<file path="src/rtl/spi_cfg_pkg.sv">
// -----------------------------------------------------------------------------
// spi_cfg_pkg
// Shared definitions for the SPI register-table sequencer:
//   - table entry layout (op[22:21], addr[20:8], data[7:0]);
//   - op-code constants (END / WR / WRV / WAIT);
//   - sequencer state encoding;
//   - where the GAP state hands control next;
//   - make_entry(): builds a table entry from its fields.
// -----------------------------------------------------------------------------
package spi_cfg_pkg;

  localparam int ENTRY_W  = 23;
  localparam int OP_MSB   = 22;
  localparam int OP_LSB   = 21;
  localparam int ADDR_MSB = 20;
  localparam int ADDR_LSB = 8;
  localparam int DATA_MSB = 7;
  localparam int DATA_LSB = 0;
  localparam int ADDR_W   = ADDR_MSB - ADDR_LSB + 1;
  localparam int DATA_W   = DATA_MSB - DATA_LSB + 1;

  typedef enum logic [1:0] {
    OP_END  = 2'b00,
    OP_WR   = 2'b01,
    OP_WRV  = 2'b10,
    OP_WAIT = 2'b11
  } op_e;

  typedef enum logic [3:0] {
    ST_IDLE     = 4'd0,
    ST_FETCH    = 4'd1,
    ST_LOAD     = 4'd2,
    ST_ISSUE_WR = 4'd3,
    ST_WAIT_WR  = 4'd4,
    ST_GAP      = 4'd5,
    ST_ISSUE_RD = 4'd6,
    ST_WAIT_RD  = 4'd7,
    ST_CHECK    = 4'd8,
    ST_DELAY    = 4'd9,
    ST_NEXT     = 4'd10,
    ST_DONE     = 4'd11,
    ST_ERROR    = 4'd12
  } state_e;

  // Destination once the CSB-idle gap has elapsed.
  typedef enum logic [1:0] {
    GAP_TO_RD   = 2'd0,
    GAP_TO_NEXT = 2'd1,
    GAP_TO_WR   = 2'd2
  } gap_dst_e;

  function automatic logic [ENTRY_W-1:0] make_entry(input op_e op,
                                                    input logic [ADDR_W-1:0] addr,
                                                    input logic [DATA_W-1:0] data);
    return {op, addr, data};
  endfunction

endpackage

</file>
<file path="src/rtl/spi_cfg_rom.sv">
// -----------------------------------------------------------------------------
// spi_cfg_rom
// Synchronous configuration table, one cycle of read latency, 2**IDX_W entries
// of 23 bits. Unlisted indices read as END.
// Ports:
//   clk    in   system clock
//   rst_n  in   asynchronous active-low reset (clears the output register)
//   addr   in   table index
//   entry  out  registered table entry for the index presented last cycle
// -----------------------------------------------------------------------------
module spi_cfg_rom
  import spi_cfg_pkg::*;
#(
  parameter int IDX_W = 6
) (
  input  logic               clk,
  input  logic               rst_n,
  input  logic [IDX_W-1:0]   addr,
  output logic [ENTRY_W-1:0] entry
);

  logic [ENTRY_W-1:0] entry_d;
  logic [ENTRY_W-1:0] entry_q;

  always_comb begin
    entry_d = make_entry(OP_END, 13'h0000, 8'h00);
    case (int'(addr))
      0:       entry_d = make_entry(OP_WR,   13'h0000, 8'h3C);
      1:       entry_d = make_entry(OP_WRV,  13'h0014, 8'hA5);
      2:       entry_d = make_entry(OP_WAIT, 13'h0000, 8'h02);
      3:       entry_d = make_entry(OP_WR,   13'h0123, 8'h5A);
      4:       entry_d = make_entry(OP_WAIT, 13'h0000, 8'h00);
      5:       entry_d = make_entry(OP_WRV,  13'h1FFF, 8'h0F);
      6:       entry_d = make_entry(OP_END,  13'h0000, 8'h00);
      default: entry_d = make_entry(OP_END,  13'h0000, 8'h00);
    endcase
  end

  always_ff @(posedge clk or negedge rst_n) begin
    if (!rst_n) entry_q <= '0;
    else        entry_q <= entry_d;
  end

  assign entry = entry_q;

endmodule

</file>
<file path="src/rtl/spi_reg_sequencer.sv">
// -----------------------------------------------------------------------------
// spi_reg_sequencer
// Walks the configuration table and drives the user port of the 3-wire SPI
// master: single-byte writes, optional read-back verify with retries, WAIT
// delays, and a CSB-idle gap after every SPI transaction. Reports completion
// or the first failing entry.
// Ports:
//   clk, rst_n          clock, asynchronous active-low reset (shared with master)
//   cfg_start           one-cycle pulse, (re)runs the table when idle
//   spi_write_en/read_en one-cycle requests to the master
//   spi_data_addr/write register address and write byte (held through a transfer)
//   spi_write_end/read_end one-cycle completion pulses from the master
//   spi_data_read       read byte, valid from the cycle after spi_read_end
//   cfg_busy            sequence in progress
//   cfg_done/cfg_error  sticky completion / failure flags
//   err_index/err_data  failing entry index and last byte read there
// Handshake: an enable is a single-cycle request; the master answers with one
// single-cycle end pulse of the matching kind. The sequencer holds address and
// data from LOAD until that end pulse and never raises both enables together.
// -----------------------------------------------------------------------------
module spi_reg_sequencer
  import spi_cfg_pkg::*;
#(
  parameter int IDX_W      = 6,
  parameter int GAP_CYCLES = 16,
  parameter int MAX_RETRY  = 3,
  parameter int TIMEOUT    = 4095,
  parameter int WAIT_UNIT  = 1024,
  parameter int AUTO_START = 1
) (
  input  logic              clk,
  input  logic              rst_n,
  input  logic              cfg_start,
  output logic              spi_write_en,
  output logic              spi_read_en,
  output logic [12:0]       spi_data_addr,
  output logic [7:0]        spi_data_write,
  input  logic              spi_write_end,
  input  logic              spi_read_end,
  input  logic [7:0]        spi_data_read,
  output logic              cfg_busy,
  output logic              cfg_done,
  output logic              cfg_error,
  output logic [IDX_W-1:0]  err_index,
  output logic [7:0]        err_data
);

  // One down-counter serves gap, delay and watchdog; size it for the longest.
  localparam int WAIT_MAX = 255 * WAIT_UNIT;
  localparam int CNT_A    = (WAIT_MAX > TIMEOUT) ? WAIT_MAX : TIMEOUT;
  localparam int CNT_MAX  = (CNT_A > GAP_CYCLES) ? CNT_A : GAP_CYCLES;
  localparam int CNT_W    = $clog2(CNT_MAX + 1);

  localparam logic [CNT_W-1:0] GAP_LOAD = CNT_W'(GAP_CYCLES - 1);
  localparam logic [CNT_W-1:0] WDG_LOAD = CNT_W'(TIMEOUT - 1);
  localparam logic [CNT_W-1:0] UNIT_C   = CNT_W'(WAIT_UNIT);
  localparam logic [2:0]       RETRY_MX = 3'(MAX_RETRY);

  state_e             state_q, state_d;
  gap_dst_e           gap_dst_q, gap_dst_d;
  logic [IDX_W-1:0]   idx_q, idx_d;
  logic [2:0]         retry_q, retry_d;
  logic [CNT_W-1:0]   cnt_q, cnt_d;
  logic               is_wrv_q, is_wrv_d;
  logic [12:0]        addr_q, addr_d;
  logic [7:0]         data_q, data_d;
  logic               busy_q, busy_d;
  logic               done_q, done_d;
  logic               error_q, error_d;
  logic [IDX_W-1:0]   err_index_q, err_index_d;
  logic [7:0]         err_data_q, err_data_d;
  logic               start_pend_q, start_pend_d;

  logic [ENTRY_W-1:0] rom_entry;
  op_e                rom_op;
  logic [12:0]        rom_addr;
  logic [7:0]         rom_data;

  spi_cfg_rom #(
    .IDX_W (IDX_W)
  ) u_rom (
    .clk   (clk),
    .rst_n (rst_n),
    .addr  (idx_q),
    .entry (rom_entry)
  );

  assign rom_op   = op_e'(rom_entry[OP_MSB:OP_LSB]);
  assign rom_addr = rom_entry[ADDR_MSB:ADDR_LSB];
  assign rom_data = rom_entry[DATA_MSB:DATA_LSB];

  always_comb begin
    state_d      = state_q;
    gap_dst_d    = gap_dst_q;
    idx_d        = idx_q;
    retry_d      = retry_q;
    cnt_d        = cnt_q;
    is_wrv_d     = is_wrv_q;
    addr_d       = addr_q;
    data_d       = data_q;
    busy_d       = busy_q;
    done_d       = done_q;
    error_d      = error_q;
    err_index_d  = err_index_q;
    err_data_d   = err_data_q;
    // Auto-start request lives only for the first cycle after reset release.
    start_pend_d = 1'b0;

    case (state_q)
      ST_IDLE: begin
        if (cfg_start || start_pend_q) begin
          state_d     = ST_FETCH;
          idx_d       = '0;
          retry_d     = '0;
          busy_d      = 1'b1;
          done_d      = 1'b0;
          error_d     = 1'b0;
          err_index_d = '0;
          err_data_d  = '0;
        end
      end

      ST_FETCH: state_d = ST_LOAD;

      ST_LOAD: begin
        case (rom_op)
          OP_END: begin
            state_d = ST_DONE;
            busy_d  = 1'b0;
            done_d  = 1'b1;
          end
          OP_WAIT: begin
            // data=0 passes through DELAY for a single cycle.
            cnt_d   = CNT_W'(rom_data) * UNIT_C;
            state_d = ST_DELAY;
          end
          default: begin
            addr_d   = rom_addr;
            data_d   = rom_data;
            is_wrv_d = (rom_op == OP_WRV);
            state_d  = ST_ISSUE_WR;
          end
        endcase
      end

      ST_ISSUE_WR: begin
        cnt_d   = WDG_LOAD;
        state_d = ST_WAIT_WR;
      end

      ST_WAIT_WR: begin
        // End pulse is checked first so it wins over a same-cycle expiry.
        if (spi_write_end) begin
          cnt_d     = GAP_LOAD;
          gap_dst_d = is_wrv_q ? GAP_TO_RD : GAP_TO_NEXT;
          state_d   = ST_GAP;
        end else if (cnt_q == '0) begin
          state_d     = ST_ERROR;
          busy_d      = 1'b0;
          error_d     = 1'b1;
          err_index_d = idx_q;
          err_data_d  = '0;
        end else begin
          cnt_d = cnt_q - CNT_W'(1);
        end
      end

      ST_GAP: begin
        if (cnt_q == '0) begin
          case (gap_dst_q)
            GAP_TO_RD: state_d = ST_ISSUE_RD;
            GAP_TO_WR: state_d = ST_ISSUE_WR;
            default:   state_d = ST_NEXT;
          endcase
        end else begin
          cnt_d = cnt_q - CNT_W'(1);
        end
      end

      ST_ISSUE_RD: begin
        cnt_d   = WDG_LOAD;
        state_d = ST_WAIT_RD;
      end

      ST_WAIT_RD: begin
        if (spi_read_end) begin
          state_d = ST_CHECK;
        end else if (cnt_q == '0) begin
          state_d     = ST_ERROR;
          busy_d      = 1'b0;
          error_d     = 1'b1;
          err_index_d = idx_q;
          err_data_d  = '0;
        end else begin
          cnt_d = cnt_q - CNT_W'(1);
        end
      end

      ST_CHECK: begin
        if (spi_data_read == data_q) begin
          cnt_d     = GAP_LOAD;
          gap_dst_d = GAP_TO_NEXT;
          state_d   = ST_GAP;
        end else if (retry_q < RETRY_MX) begin
          // The retry write also waits out the gap so CSB-high time is kept.
          retry_d   = retry_q + 3'd1;
          cnt_d     = GAP_LOAD;
          gap_dst_d = GAP_TO_WR;
          state_d   = ST_GAP;
        end else begin
          state_d     = ST_ERROR;
          busy_d      = 1'b0;
          error_d     = 1'b1;
          err_index_d = idx_q;
          err_data_d  = spi_data_read;
        end
      end

      ST_DELAY: begin
        if (cnt_q == '0) state_d = ST_NEXT;
        else             cnt_d   = cnt_q - CNT_W'(1);
      end

      ST_NEXT: begin
        // Last index ends the table rather than wrapping to 0.
        if (idx_q == {IDX_W{1'b1}}) begin
          state_d = ST_DONE;
          busy_d  = 1'b0;
          done_d  = 1'b1;
        end else begin
          idx_d   = idx_q + IDX_W'(1);
          retry_d = '0;
          state_d = ST_FETCH;
        end
      end

      ST_DONE:  state_d = ST_IDLE;
      ST_ERROR: state_d = ST_IDLE;
      default:  state_d = ST_IDLE;
    endcase
  end

  always_ff @(posedge clk or negedge rst_n) begin
    if (!rst_n) begin
      state_q      <= ST_IDLE;
      gap_dst_q    <= GAP_TO_NEXT;
      idx_q        <= '0;
      retry_q      <= '0;
      cnt_q        <= '0;
      is_wrv_q     <= 1'b0;
      addr_q       <= '0;
      data_q       <= '0;
      busy_q       <= 1'b0;
      done_q       <= 1'b0;
      error_q      <= 1'b0;
      err_index_q  <= '0;
      err_data_q   <= '0;
      start_pend_q <= (AUTO_START != 0);
    end else begin
      state_q      <= state_d;
      gap_dst_q    <= gap_dst_d;
      idx_q        <= idx_d;
      retry_q      <= retry_d;
      cnt_q        <= cnt_d;
      is_wrv_q     <= is_wrv_d;
      addr_q       <= addr_d;
      data_q       <= data_d;
      busy_q       <= busy_d;
      done_q       <= done_d;
      error_q      <= error_d;
      err_index_q  <= err_index_d;
      err_data_q   <= err_data_d;
      start_pend_q <= start_pend_d;
    end
  end

  // Enables decode single-cycle states, so they are one cycle wide and exclusive.
  assign spi_write_en   = (state_q == ST_ISSUE_WR);
  assign spi_read_en    = (state_q == ST_ISSUE_RD);
  assign spi_data_addr  = addr_q;
  assign spi_data_write = data_q;
  assign cfg_busy       = busy_q;
  assign cfg_done       = done_q;
  assign cfg_error      = error_q;
  assign err_index      = err_index_q;
  assign err_data       = err_data_q;

endmodule

</file>
<file path="config.mk">
export PLATFORM = sky130hd
export DESIGN_NAME = spi_reg_sequencer
export DESIGN_NICKNAME = d
export VERILOG_FILES = /design/src/rtl/spi_cfg_pkg.sv /design/src/rtl/spi_cfg_rom.sv /design/src/rtl/spi_reg_sequencer.sv
export SDC_FILE = /design/constraint.sdc
export NUM_CORES = 1
export LEC_CHECK = 0
export CORE_AREA = 2 2 97 99
export DETAILED_ROUTE_END_ITERATION = 6
export DIE_AREA = 0 0 99 101
export PLACE_DENSITY = 0.76
export SLEW_MARGIN = 10
export SYNTH_ARGS = -nofsm -noshare
export SYNTH_HDL_FRONTEND = slang
export SYNTH_SLANG_ARGS = --single-unit
</file>
<file path="constraint.sdc">
create_clock -name clk -period 2.45 [get_ports clk]
set_input_delay 0.49 -clock clk [delete_from_list [all_inputs] [get_ports clk]]
set_output_delay 0.49 -clock clk [all_outputs]
set_load 0.02 [all_outputs]
</file>
==> metrics.txt <==
status=completed; Critical path origin=cnt_q[0]$_DFFE_PN0P_; wire length per cell=18.62 um; Final Util=63.19%; Rel. slew slack=45.57%; Post-Syn Instances=479; WL met1=5.386 mm; Worst Path Arrival=2.67 ns; Max IR drop VDD=274.3 uV; core area=0.008977 mm2; P&R area growth vs syn=26.22%; Syn Nets=502; Crit. End Element=flip-flop; Async S/R FF share, synth=100.0%; crit path cell chain=inv_2 -> ha_1 -> or3b_4 -> or4_4 -> nor2_4 -> buf_6 -> buf_4 -> o311a_1 -> a221o_1; leakage power total=0.002619 uW; endpoints failing setup=0; Mapped Area=0.004494 mm2; Die ar.=0.009999 mm2; layout cells sized above 1=19.43%; CTS tree=yes; IO Port Bufs=52; CTS Buf Count=9; GRT overflow=0; # DRC=0; pwr/cell area=431.6 mW/mm2; f_max=0.4213 GHz; initial antenna violation count=0; largest net degree at the start of global routing=75; max incr delay on CP=0.62 ns; first drt pass iteration count=7; Hold Buf Count CTS=0; vias per std cell=6.074; Total Routing Usage GR=25.80%; Avg Inst Size Synth=9.383 um2; met3 WL=761 um; worst skew pair latency=0.35 ns; post-synth top area share=40.09%; startpoint types=flip-flop; Max Used Layer=met4; Post-DP HPWL=9.200 mm; global placement routability congestion=0.9454; number of synthesized flops with an enable pin=0; Worst-Margin Slew=0.8090 ns; clock buffer depth=2; ANT nets after route=0; worst reg2reg path startpoint=cnt_q[0]$_DFFE_PN0P_; HP Class=input pin to asynchronous set/reset pin; Initial Utilization=50.06%; Most used DFF post-synth=dfrtp_1; die height=101 um; most common cell after layout, fill and taps aside=dfrtp_1; antenna cells=0; Final min period=2.374 ns; most frequent cells in the layout=dfrtp_1 (70), buf_4 (55), clkdlybuf4s50_1 (51); top post-synthesis cells by area=dfrtp_1 (40%), mux2i_1 (3.3%), mux2_2 (3.3%); top-level I/O count=53; fin cells=677; Pins Over Slew Limit=0; # fillers=712; first-pass GRT wire length=20.49 mm; Vias=4112; DRT Wirelength=12.61 mm; Tcrit/Tclk final=96.89%; worst clock skew=0.009850 ns; root buf cell=clkbuf_8; DIE WIDTH=99 um; Synth Warn #=0; post-route worst setup slack=0.07620 ns; Reg clk slew, reported paths=0.08 ns; H-tree depth=3; CP top delay family=simple AND/OR/NAND/NOR gates; critical-path maximum fanout=7; Seq/Total Area, Yosys=41.26%; DR WL met2=6.161 mm; Initial DRC Count=252; row count=35; placed cell count=658; CTS Sinks=74; number of max-cap violations=0; critical path class=flip-flop to flip-flop; DP Worst Slack=-0.1808 ns; unrepaired setup endpoints after global routing=yes; Hold Vio Cnt, Final=0; Crit-path slowest cell=or4_4; buffers plus inverters on the worst setup path=3; Layout Nets=585; number of global-route vias before repair=4050; R2R setup slack=0.08 ns; synthesized flop and latch total=74; Crit path required time=2.74 ns; total power=2449 uW; Synth area leader=dfrtp_1; Yosys cell types=71
## where the power goes
part	total, uW	internal [uW]	switching (uW)
sequential	1220	1220	0.606
clock	1160	675	487
combinational	65.1	27.3	37.8
total	2450	1920	525
## cells by family (layout without fill, tap and decap cells)
family	after synthesis	count (layout)	synth area share, %
buffers and inverters	72	158	7.294
XOR/XNOR	9	9	1.754
other	1	1	0.08344
multiplexers	28	28	6.598
adder cells (fa/ha/maj)	10	10	2.784
flip-flops	74	74	41.26
AND/OR/NAND/NOR	140	141	16.82
AO/OA/AOI/OAI	145	145	23.41
## routing by layer
layer  global-route usage [%]  up-vias
li1                         -     1910
met1                    33.97     2000
met2                    42.15      173
met3                    4.369       29
met4                    11.17        0
met5                        0        -
## cells in the mapped netlist (7+ instances only)
master	count
nand2_1	38
o21ai_0	22
nor2_1	19
o211ai_1	7
nand3_1	13
buf_4	11
mux2i_1	15
ha_1	10
clkbuf_1	23
inv_1	34
a21oi_1	11
mux2_2	13
and3_1	7
nor3_1	16
nand2b_1	9
a211oi_1	10
a22o_1	7
xor2_1	9
o21ai_1	10
dfrtp_1	72
## path summary, 6_finish.rpt
check / end / cells after the start
min in group clk: spi_data_addr[11]$_DFFE_PN0P_ / 1
setup reg to reg: cnt_q[7]$_DFFE_PN0P_ / 9
max in group asynchronous: gap_dst_q[0]$_DFFE_PN1P_ / 2
hold reg to reg: spi_data_addr[11]$_DFFE_PN0P_ / 1
hold / removal: cnt_q[3]$_DFFE_PN0P_ / 2
setup / recovery: cnt_q[7]$_DFFE_PN0P_ / 9
## state kept, by name, summed over array words and instances (netlist names)
name,cells
cfg_busy,1
cfg_done,1
cfg_error,1
cnt_q,18
err_data,8
err_index,6
gap_dst_q,2
idx_q,6
is_wrv_q,1
retry_q,3
spi_data_addr,3
spi_data_write,7
start_pend_q,1
state_q,4
u_rom.entry,12
## layout make-up
cell class	count	area [um2]	share of cell area, %
Clock buffer	9	123.9	2.184
Sequential cell	74	1857	32.73
Timing Repair Buffer	109	974.7	17.18
Clock inverter	6	113.9	2.007
Tap cell	111	138.9	2.448
Inverter	34	127.6	2.250
Multi-Input combinational cell	334	2337	41.20
## per-stage QoR
step	hold slack, ns	TNS (ns)	cell area (um2)
4_1_cts	0.1567	0	5628
3_5_place_dp	0.4640	-3.071	5369
6_report	0.1425	0	5673
5_1_grt	0.1651	0	5673
3_3_place_gp	0.4609	-0.8194	5369
2_1_floorplan	0.1944	0	4494
## repair_timing
action | in CTS | in global routing
endpoints found under the hold margin | 0 | 0
resized for setup | 1 | 7
gates cloned | 0 | 1
setup endpoints to repair | 15 | 3
pin swaps | 1 | 4
buffers inserted | 1 | 2
Note: power is estimated with default switching activity, not from simulation.
